--- src/rtl/traffic_ctrl_if.sv ---
// Pedestrian request and light outputs of the intersection controller.
// The controller side uses the slave modport; the requester/observer side uses master.
interface traffic_ctrl_if;
  logic       ped_req;
  logic [2:0] ns_light;
  logic [2:0] ew_light;
  logic       walk;
  logic       ped_ack;

  modport master (
    output ped_req,
    input  ns_light,
    input  ew_light,
    input  walk,
    input  ped_ack
  );

  modport slave (
    input  ped_req,
    output ns_light,
    output ew_light,
    output walk,
    output ped_ack
  );
endinterface

--- src/rtl/traffic_ctrl.sv ---
// Two-road intersection sequencer with a pedestrian walk phase.
// Moore FSM plus a down-counting dwell timer; all outputs are decoded from registers only.
module traffic_ctrl #(
  parameter int unsigned T_GREEN  = 8,
  parameter int unsigned T_YELLOW = 3,
  parameter int unsigned T_ALLRED = 1,
  parameter int unsigned T_WALK   = 5
) (
  input logic           clk,
  input logic           rst,
  traffic_ctrl_if.slave bus
);

  localparam int unsigned TMAX_A = (T_GREEN > T_YELLOW) ? T_GREEN : T_YELLOW;
  localparam int unsigned TMAX_B = (T_ALLRED > T_WALK) ? T_ALLRED : T_WALK;
  localparam int unsigned TMAX   = (TMAX_A > TMAX_B) ? TMAX_A : TMAX_B;
  localparam int unsigned TW     = (TMAX > 1) ? $clog2(TMAX) : 1;

  localparam logic [TW-1:0] LD_GREEN  = TW'(T_GREEN - 1);
  localparam logic [TW-1:0] LD_YELLOW = TW'(T_YELLOW - 1);
  localparam logic [TW-1:0] LD_ALLRED = TW'(T_ALLRED - 1);
  localparam logic [TW-1:0] LD_WALK   = TW'(T_WALK - 1);

  localparam logic [2:0] NS_G = 3'd0;
  localparam logic [2:0] NS_Y = 3'd1;
  localparam logic [2:0] AR_A = 3'd2;
  localparam logic [2:0] EW_G = 3'd3;
  localparam logic [2:0] EW_Y = 3'd4;
  localparam logic [2:0] AR_B = 3'd5;
  localparam logic [2:0] WALK = 3'd6;

  localparam logic [2:0] RED = 3'b100;
  localparam logic [2:0] YEL = 3'b010;
  localparam logic [2:0] GRN = 3'b001;

  logic [2:0]    state_q, state_d;
  logic [TW-1:0] timer_q, timer_d;
  logic          pend_q, pend_d;
  logic          expired;

  assign expired = (timer_q == '0);

  always_comb begin
    state_d = state_q;
    timer_d = timer_q - TW'(1);
    // A request seen in the AR_B decision cycle is folded in so it is served this rotation.
    pend_d  = pend_q | (bus.ped_req & (state_q != WALK));
    case (state_q)
      NS_G: if (expired) begin state_d = NS_Y; timer_d = LD_YELLOW; end
      NS_Y: if (expired) begin state_d = AR_A; timer_d = LD_ALLRED; end
      AR_A: if (expired) begin state_d = EW_G; timer_d = LD_GREEN;  end
      EW_G: if (expired) begin state_d = EW_Y; timer_d = LD_YELLOW; end
      EW_Y: if (expired) begin state_d = AR_B; timer_d = LD_ALLRED; end
      AR_B: begin
        if (expired) begin
          if (pend_d) begin
            state_d = WALK;
            timer_d = LD_WALK;
            pend_d  = 1'b0;
          end else begin
            state_d = NS_G;
            timer_d = LD_GREEN;
          end
        end
      end
      WALK: if (expired) begin state_d = NS_G; timer_d = LD_GREEN; end
      default: begin
        state_d = NS_G;
        timer_d = LD_GREEN;
      end
    endcase
  end

  always_ff @(posedge clk) begin
    if (rst) begin
      state_q <= NS_G;
      timer_q <= LD_GREEN;
      pend_q  <= 1'b0;
    end else begin
      state_q <= state_d;
      timer_q <= timer_d;
      pend_q  <= pend_d;
    end
  end

  always_comb begin
    bus.ns_light = RED;
    bus.ew_light = RED;
    bus.walk     = 1'b0;
    bus.ped_ack  = 1'b0;
    case (state_q)
      NS_G: bus.ns_light = GRN;
      NS_Y: bus.ns_light = YEL;
      EW_G: bus.ew_light = GRN;
      EW_Y: bus.ew_light = YEL;
      WALK: begin
        bus.walk    = 1'b1;
        // The timer still holds its load value only in the first WALK cycle.
        bus.ped_ack = (timer_q == LD_WALK);
      end
      default: ;
    endcase
  end

endmodule
--- src/flat_wrapper.sv ---
// flat-port wrapper written by rule: the top's interface ports become plain ports
module traffic_ctrl_flat 
#(
  parameter int unsigned T_GREEN  = 8,
  parameter int unsigned T_YELLOW = 3,
  parameter int unsigned T_ALLRED = 1,
  parameter int unsigned T_WALK   = 5
)
  (clk, rst, bus_ped_req, bus_ns_light, bus_ew_light, bus_walk, bus_ped_ack);
  traffic_ctrl_if bus_i ();
  input logic clk;
  input logic rst;
  input wire logic [$bits(bus_i.ped_req)-1:0] bus_ped_req;
  output wire logic [$bits(bus_i.ns_light)-1:0] bus_ns_light;
  output wire logic [$bits(bus_i.ew_light)-1:0] bus_ew_light;
  output wire logic [$bits(bus_i.walk)-1:0] bus_walk;
  output wire logic [$bits(bus_i.ped_ack)-1:0] bus_ped_ack;
  assign bus_i.ped_req = bus_ped_req;
  assign bus_ns_light = bus_i.ns_light;
  assign bus_ew_light = bus_i.ew_light;
  assign bus_walk = bus_i.walk;
  assign bus_ped_ack = bus_i.ped_ack;
  traffic_ctrl #(.T_GREEN(T_GREEN), .T_YELLOW(T_YELLOW), .T_ALLRED(T_ALLRED), .T_WALK(T_WALK)) u_core (.clk(clk), .rst(rst), .bus(bus_i));
endmodule
--- config.mk ---
export PLATFORM = sky130hd
export DESIGN_NAME = traffic_ctrl_flat
export DESIGN_NICKNAME = d
export VERILOG_FILES = /design/src/rtl/traffic_ctrl_if.sv /design/src/rtl/traffic_ctrl.sv /design/src/flat_wrapper.sv
export SDC_FILE = /design/constraint.sdc
export NUM_CORES = 1
export LEC_CHECK = 0
export ABC_AREA = 1
export ABC_CLOCK_PERIOD_IN_PS = 2800
export CAP_MARGIN = 20
export CORE_MARGIN = 1.5
export CORE_UTILIZATION = 30
export CTS_BUF_LIST = sky130_fd_sc_hd__clkbuf_16
export CTS_CLUSTER_SIZE = 14
export DETAILED_ROUTE_END_ITERATION = 6
export HOLD_SLACK_MARGIN = 0.03
export PLACE_DENSITY = 0.48
export SLEW_MARGIN = 20
export SYNTH_ARGS = -nofsm -noshare
export SYNTH_HDL_FRONTEND = slang
export SYNTH_SLANG_ARGS = --single-unit
--- constraint.sdc ---
create_clock -name clk -period 2.8 [get_ports clk]
set_input_delay 0.28 -clock clk [delete_from_list [all_inputs] [get_ports clk]]
set_output_delay 0.28 -clock clk [all_outputs]
set_load 0.02 [all_outputs]
== After elaboration in Yosys (flattened, before gate mapping) ==
Index checks and enable logic that the tools add are counted.
Word-level totals
  register bits: 7
  word-level logic and storage cells: 48
  output and inout bits: 8
Cells by class
  reductions and logical operators: 6
  muxes and demuxes: 21
  add/sub/neg operators: 1
  bitwise logic cells: 2
  equality and inequality tests: 15
Operator list (count)
  $mux W3: 12
  $pmux W3 S7: 1
  $ne A2 B1 Y1 const B: 7
  $eq A3 B3 Y1 const B: 4
  $pmux W3 S2: 2
  $pmux W3 S4: 1
  $reduce_and A7 Y1: 1
  $eq A3 B2 Y1 const B: 2
  $logic_not A3 Y1: 2
  $reduce_or A2 Y1: 3
  $mux W1: 4
  $eq A3 B1 Y1 const B: 1
  $ne A3 B3 Y1 const B: 1
  $sub A3 B1 Y3 const B: 1
  $mux W2: 1
  $and A1 B1 Y1: 1
  $or A1 B1 Y1: 1

== Longest topological paths before layout ==
Gate-level depths: netlist of run 1.
  word-level depth: 6
  mapped depth: 10

== Least setup slack after synthesis of run 1 ==
No wires, ideal clock.
  kind: register -> output
  start: reg u_core.timer_q[0]
  end: out bus_ped_ack
  cell stages (with the launch flop): 5
  arrival: 1.052 ns
  path buffers: 0
  slack: 1.468 ns
  path through: dfxtp_1 -> inv_1 -> ha_1 -> inv_1 -> nor3_1
Between the ends
  cells in the longest elaborated chain, start to end: 2
RTL lines
  from (decl): RTL line traffic_ctrl.sv:37  | logic [TW-1:0] timer_q, timer_d;
  from (signal assigned): RTL line traffic_ctrl.sv:81  | timer_q <= timer_d;
  $eq A3 B3 Y1: RTL line traffic_ctrl.sv:99  | bus.ped_ack = (timer_q == LD_WALK);
  $mux W1: RTL line traffic_ctrl.sv:91  | case (state_q)
  to (decl): RTL line flat_wrapper.sv:17  | output wire logic [$bits(bus_i.ped_ack)-1:0] bus_ped_ack;
No other way between the ends.

== Worst setup path in the final report of run 1 ==
  start: reg u_core.state_q[2]
  end: out bus_ns_light[2]
Between the ends
  cells in the longest elaborated chain, start to end: 2
RTL lines
  from (decl): RTL line traffic_ctrl.sv:36  | logic [2:0] state_q, state_d;
  from (signal assigned): RTL line traffic_ctrl.sv:80  | state_q <= state_d;
  $eq A3 B1 Y1 / $logic_not A3 Y1 (equally long branches): RTL line traffic_ctrl.sv:91
  $pmux W3 S2 *: RTL line traffic_ctrl.sv:91
  to (decl): RTL line flat_wrapper.sv:14  | output wire logic [$bits(bus_i.ns_light)-1:0] bus_ns_light;
Every way passes the cells marked *; elsewhere a longest branch is shown, timed or not.

==> results of run 1 <==
registers in the layout, summed over array words and instances, names as in the netlist:
name / flops
u_core.state_q: 3
u_core.timer_q: 3
u_core.pend_q: 1
placed cells by master (no fill, tap or decap):
master,instances
a21oi_1,5
a22oi_1,1
clkbuf_16,3
clkdlybuf4s50_1,10
dfxtp_1,7
ha_1,2
inv_1,15
inv_2,1
inv_4,1
nand2_1,27
nand2_2,1
nand3_1,2
nand3_2,1
nor2_1,5
nor2_2,2
nor3_1,1
nor3_4,1
o21ai_0,6
layer usage:
| layer | vias to the layer above | global-route usage (%) | routed length (µm) |
|---|---|---|---|
| met5 | - | 0 | 0 |
| met4 | 0 | 3.64 | 0 |
| met3 | 0 | 2.50 | 28 |
| met2 | 8 | 13.1 | 384 |
| met1 | 194 | 14.3 | 477 |
| li1 | 263 | - | - |
power groups by stage:
stage	combinational (mW)	clock [mW]	sequential (mW)
floorplan	0.0166	0	0.108
global placement	0.0234	0	0.108
detailed placement	0.0228	0	0.108
CTS	0.0232	0.237	0.107
global route	0.0256	0.244	0.107
finish	0.0227	0.236	0.107
worst max-delay path: cells and delay by family (launching register included):
family	cells	cell delay (ps)
AO/OA/AOI/OAI	1	90
flip-flops	1	540
buffers and inverters	3	770
AND/OR/NAND/NOR	1	140
per-stage QoR:
step	utilization [%]	hold WS (ps)
6_report	43.9	477
5_1_grt	43.9	509
4_1_cts	43.9	481
3_5_place_dp	38.8	468
3_3_place_gp	38.8	471
2_1_floorplan	-	349
worst max-delay path by stage:
stage                 endpoint  slack [ps]  cells past startpoint
4_1_cts        bus_ns_light[2]         730                      5
2_1_floorplan      bus_ped_ack        1470                      4
3_3_place_gp   bus_ns_light[2]        1000                      5
5_1_grt        bus_ns_light[2]         630                      5
6_report       bus_ns_light[2]         750                      5
3_5_place_dp   bus_ns_light[2]         980                      5
kinds of logic after synthesis:
| family | synth area share, % |
|---|---|
| and+or+nand+nor | 36.5 |
| buffers and inverters | 17.3 |
| AOI/OAI and AO/OA | 12.7 |
| DFF | 28.4 |
| adders and majority gates | 5.08 |
cell type report:
cell class                 instances  area (µm²)  share of cell area [%]
sequential                         7         140                    20.9
clock buffer                       3        75.1                    11.2
inverter                          16        62.6                    9.35
multi-input combinational         54         268                    40.0
timing repair buffer              10         100                    15.0
tap                               16        20.0                    2.99
clock inverter                     1        3.75                   0.561
==> results.tsv, run 1 <==
stage	metric	value	unit
floorplan	start_util	32.3	%
power	finalPower	0.365	mW
status	outcome	complete, no violations	
global_route	grt_overflow	0	
logic_synthesis	async_flop_share	0	%
global_route	grt_pass1_wl	1.41	mm
logic_synthesis	synth_top_area_cell	dfxtp_1	
logic_synthesis	ys_top_cells_by_count	nand2_1 (27), inv_1 (14), dfxtp_1 (7)	
sta	max_freq	0.487	GHz
placement	dpl_worst_slack	977	ps
logic_synthesis	synth-seq-cells	7	
drt	finalWirelength	890	µm
power	netSwitchingPower	0.0646	mW
drt	drc_errors	0	
finish	layout.nets	97	
worst_setup_path	critPathMaxStageDelay	590	ps
power	p_per_area	546	nW/µm²
cts	clockRootBuffer	clkbuf_16	
finish	diodes	0	
logic_synthesis	syn-cell-area	493	µm²
hold_path	min_path_cells	3	
floorplan	die_area	1900	µm²
power	switching_share	17.7	%
finish	layoutNonFillerInstCount	107	
global_route	antenna_found_initial	0	
floorplan	core-area	1520	µm²
sta	relSlewSlack	74.2	%
placement	place_inst	103	
worst_setup_path	end_kind	output port	
worst_setup_path	worstPathRequired	2520	ps
cts	clock-sinks	7	
sta	skew	0.657	ps
sta	period_share	73.4	%
power	total_leakage_power	0.356	nW
cts	clk_pin_slew	40	ps
placement	io_buffers	10	
cts	cts_buffers	3	
drt	drtIter0Drc	17	
finish	n_fill_cell	161	
sta	slew_viol_final	0	
logic_synthesis	synth_top_area_share	28.4	%
worst_setup_path	cp-startpoint	u_core.state_q[2]	
logic_synthesis	netlist_instances	79	
power	p_int	0.301	mW
drt	drtPass1Iterations	4	
logic_synthesis	postSynthAreaPerCell	6.24	µm²
worst_setup_path	worst_path_max_delay_cell	clkdlybuf4s50_1	
logic_synthesis	yosysUniqueCellTypes	17	
floorplan	die_w	43.5	µm
worst_setup_path	critPathMaxFanout	10	
hold_path	worstHoldEndpoint	u_core.timer_q[0]	
worst_setup_path	r2r_end	u_core.timer_q[1]	
worst_setup_path	rrSetupSlack	1410	ps
cts	htree_levels	1	
drt	ant_nets	0	
placement	placed_cell_area	591	µm²
drt	vias	465	
worst_setup_path	worstReg2RegStart	u_core.timer_q[0]	
run	drv_cap	0	
power	vdd_drop_max	0.368	mV
cts	clk_latency	230	ps
cts	hold_buffers	0	
finish	layout-drive-gt1-share	11.0	%
worst_setup_path	criticalPathCategory	flop to output port	
cts	cts_buffer_depth	2	
power	p_clk_share	64.5	%
sta	setup_violations	0	
placement	hpwl	693	µm
drt	wl_per_cell	8.32	µm
hold_path	hold_path_class	flop to flop	
logic_synthesis	synth_edf_count	0	
hold_path	hp-start	u_core.timer_q[0]	
logic_synthesis	synth_flop_cell	dfxtp_1	
cts	cts_tree	done	
sta	min_period	2050	ps
worst_setup_path	r2r_cells	9	
sta	worst_slack	746	ps
global_route	gr-usage-all-layers	9.61	%
global_route	grt_pass1_vias	355	
floorplan	die_h	43.5	µm
cts	cts_setup_buffers	0	
sta	hold_viol	0	
power	pwr-share-comb	6.2	%
logic_synthesis	ys_seq_area_share	28.4	%
finish	area_growth	35.8	%
cts	cts_resized	0	
logic_synthesis	syn_nets	84	
logic_synthesis	yosys_warnings	0	
floorplan	io_pins	11	
worst_setup_path	cp_common_cell	inv_1	
worst_setup_path	cp_cell_sequence	inv_1 > nand3_1 > o21ai_0 > inv_1 > clkdlybuf4s50_1	
floorplan	rows	14	
global_route	grt_start_max_net_pins	11	
logic_synthesis	yosys-top-cells-area	dfxtp_1 (28%), nand2_1 (21%), inv_1 (11%)	
sta	final.setup.tns	0	ps
drt	vias_per_cell	4.35	
logic_synthesis	yosysMostFrequentCell	nand2_1	
worst_setup_path	cp.arrival	1770	ps
sta	tightest_slew	386	ps
finish	design_area	669	µm²
sta	rsz0062_at_grt	false	
power	power_frac_seq	29.3	%
placement	place_congestion	0.706	
worst_setup_path	start_kind	flop	
Note: power is estimated with default switching activity, not from simulation.
==> inputs of run 2 (changes only) <==
ABC_CLOCK_PERIOD_IN_PS = 1950   (was 2800)
clock period = 1.95 ns   (was 2.8 ns; I/O delays follow)
==> results.tsv, run 2 (synthesis results as in run 1) <==
stage	metric	value	unit	change
worst_setup_path	start_kind	flop		unchanged
worst_setup_path	end_kind	output port		unchanged
drt	wl_per_cell	9.42	µm	was 8.32 µm
power	p_per_area	781	nW/µm²	was 546 nW/µm²
power	netSwitchingPower	0.0982	mW	was 0.0646 mW
cts	cts_tree	done		unchanged
worst_setup_path	worst_path_max_delay_cell	clkdlybuf4s50_1		unchanged
floorplan	die_w	43.5	µm	unchanged
drt	finalWirelength	1.02	mm	was 890 µm
placement	io_buffers	10		unchanged
worst_setup_path	path_buf_inv	2		was 3
worst_setup_path	criticalPathCategory	flop to output port		unchanged
drt	drtIter0Drc	6		was 17
power	vdd_drop_max	0.422	mV	was 0.368 mV
drt	drtPass1Iterations	4		unchanged
placement	place_inst	104		was 103
finish	layout-drive-gt1-share	14.1	%	was 11.0%
drt	ant_nets	0		unchanged
floorplan	rows	14		unchanged
sta	setup_violations	0		unchanged
cts	clk_latency	230	ps	about the same
floorplan	die_h	43.5	µm	unchanged
finish	reg_top3	u_core.state_q: 3 flops, u_core.timer_q: 3 flops, u_core.pend_q: 1 flops		unchanged
drt	vias	486		was 465
worst_setup_path	cp_cell_sequence	inv_2 > nand2_2 > nor2_2 > nor2_2 > clkdlybuf4s50_1		was inv_1 > nand3_1 > o21ai_0 > inv_1 > clkdlybuf4s50_1
cts	cts_buffers	3		unchanged
sta	relSlewSlack	82.1	%	was 74.2%
worst_setup_path	critPathMaxFanout	6		was 10
worst_setup_path	cp.arrival	1650	ps	was 1770 ps
floorplan	core-area	1520	µm²	unchanged
floorplan	start_util	32.3	%	unchanged
run	drv_cap	0		unchanged
power	p_clk_share	64.9	%	was 64.5%
power	power_frac_seq	28.9	%	was 29.3%
power	pwr-share-comb	6.1	%	was 6.2%
worst_setup_path	cp_common_cell	nor2_2		was inv_1
cts	cts_buffer_depth	2		unchanged
sta	worst_slack	101	ps	was 746 ps
finish	multi_input_area	268	µm²	unchanged
floorplan	io_pins	11		unchanged
finish	n_fill_cell	159		was 161
global_route	grt_overflow	0		unchanged
sta	skew	2.21	ps	was 0.657 ps
sta	tightest_slew	267	ps	was 386 ps
global_route	grt_pass1_wl	1.79	mm	was 1.41 mm
finish	layout.nets	98		was 97
sta	final.setup.tns	0	ps	unchanged
sta	min_period	1850	ps	
power	p_int	0.432	mW	was 0.301 mW
finish	regArea	143	µm²	was 140 µm²
drt	drc_errors	0		unchanged
cts	clockRootBuffer	clkbuf_16		unchanged
finish	final_cell_mix	nand2_1 (27), inv_1 (15), clkdlybuf4s50_1 (10), o21ai_0 (6)		was nand2_1 (27), inv_1 (15), clkdlybuf4s50_1 (10), dfxtp_1 (7), o21ai_0 (6)
finish	area_growth	37.8	%	was 35.8%
worst_setup_path	path_delay_family	buffers and inverters		unchanged
drt	vias_per_cell	4.50		was 4.35
global_route	grt_start_max_net_pins	9		was 11
worst_setup_path	worstPathRequired	1750	ps	was 2520 ps
sta	hold_viol	0		unchanged
global_route	antenna_found_initial	0		unchanged
cts	htree_levels	1		unchanged
global_route	grt_pass1_vias	429		was 355
power	finalPower	0.531	mW	was 0.365 mW
power	switching_share	18.5	%	was 17.7%
sta	max_freq	0.541	GHz	
finish	final_common_cell	nand2_1		unchanged
finish	diodes	0		unchanged
global_route	gr-usage-all-layers	13.2	%	was 9.61%
placement	place_congestion	0.787		was 0.706
cts	clk_pin_slew	40	ps	about the same
placement	dpl_worst_slack	321	ps	was 977 ps
sta	fin_hold_ws	475	ps	was 477 ps
sta	slew_viol_final	0		unchanged
sta	rsz0062_at_grt	false		unchanged
sta	period_share	94.8	%	
hold_path	hold_path_class	flop to flop		unchanged
cts	clock-sinks	7		unchanged
status	outcome	complete, no violations		unchanged
power	total_leakage_power	0.362	nW	was 0.356 nW
worst_setup_path	critPathMaxStageDelay	610	ps	was 590 ps
finish	layoutNonFillerInstCount	108		was 107
placement	hpwl	794	µm	was 693 µm
floorplan	die_area	1900	µm²	unchanged
-- run 2: worst min-delay path, cell delays in order (launching register included) --
cell     delay, ps
dfxtp_1        300
nand2_1         60
nand2_1         50
nand2_1         40
-- run 2: path summary, 6_finish.rpt --
check / from / endpoint / slack (ps) / depth (start not counted)
worst max-delay path: u_core.state_q[1] / bus_ew_light[2] / 100 / 5
worst max register to register: u_core.timer_q[0] / u_core.state_q[1] / 590 / 7
worst min-delay path: u_core.timer_q[0] / u_core.timer_q[0] / 470 / 3
worst min register to register: u_core.timer_q[0] / u_core.timer_q[0] / 470 / 3
-- run 2: metrics by stage --
stage	area (µm²)	util [%]
finish	679	44.6
detailed placement	598	39.2
global route	679	44.6
floorplan	493	-
CTS	677	44.4
global placement	598	39.2
-- run 2: power by group through the flow --
stage	registers, mW	clock network [mW]	logic [mW]
2_1_floorplan	0.155	0	0.0238
3_3_place_gp	0.156	0	0.0332
3_5_place_dp	0.156	0	0.0332
4_1_cts	0.154	0.354	0.0334
5_1_grt	0.155	0.363	0.0388
6_report	0.154	0.345	0.0325
-- run 2: what timing repair did --
action,CTS,global route
endpoints found under the setup margin,0,2
resized for setup,0,2
hold buffers,0,0
setup buffers,0,0
-- run 2: layer usage --
| metal | GRT usage [%] | wire (µm) |
|---|---|---|
| met1 | 18.5 | 533 |
| met2 | 16.4 | 416 |
| met3 | 6.25 | 53 |
| met4 | 7.27 | 13 |
| met5 | 0 | 0 |
-- run 2: layout make-up --
type                            instances  area share (%)
Timing Repair Buffer                   11            15.8
Clock inverter                          1           0.552
Clock buffer                            3            11.0
Multi-Input combinational cell         54            39.4
Tap cell                               16            2.95
Inverter                               16            9.21
Sequential cell                         7            21.0
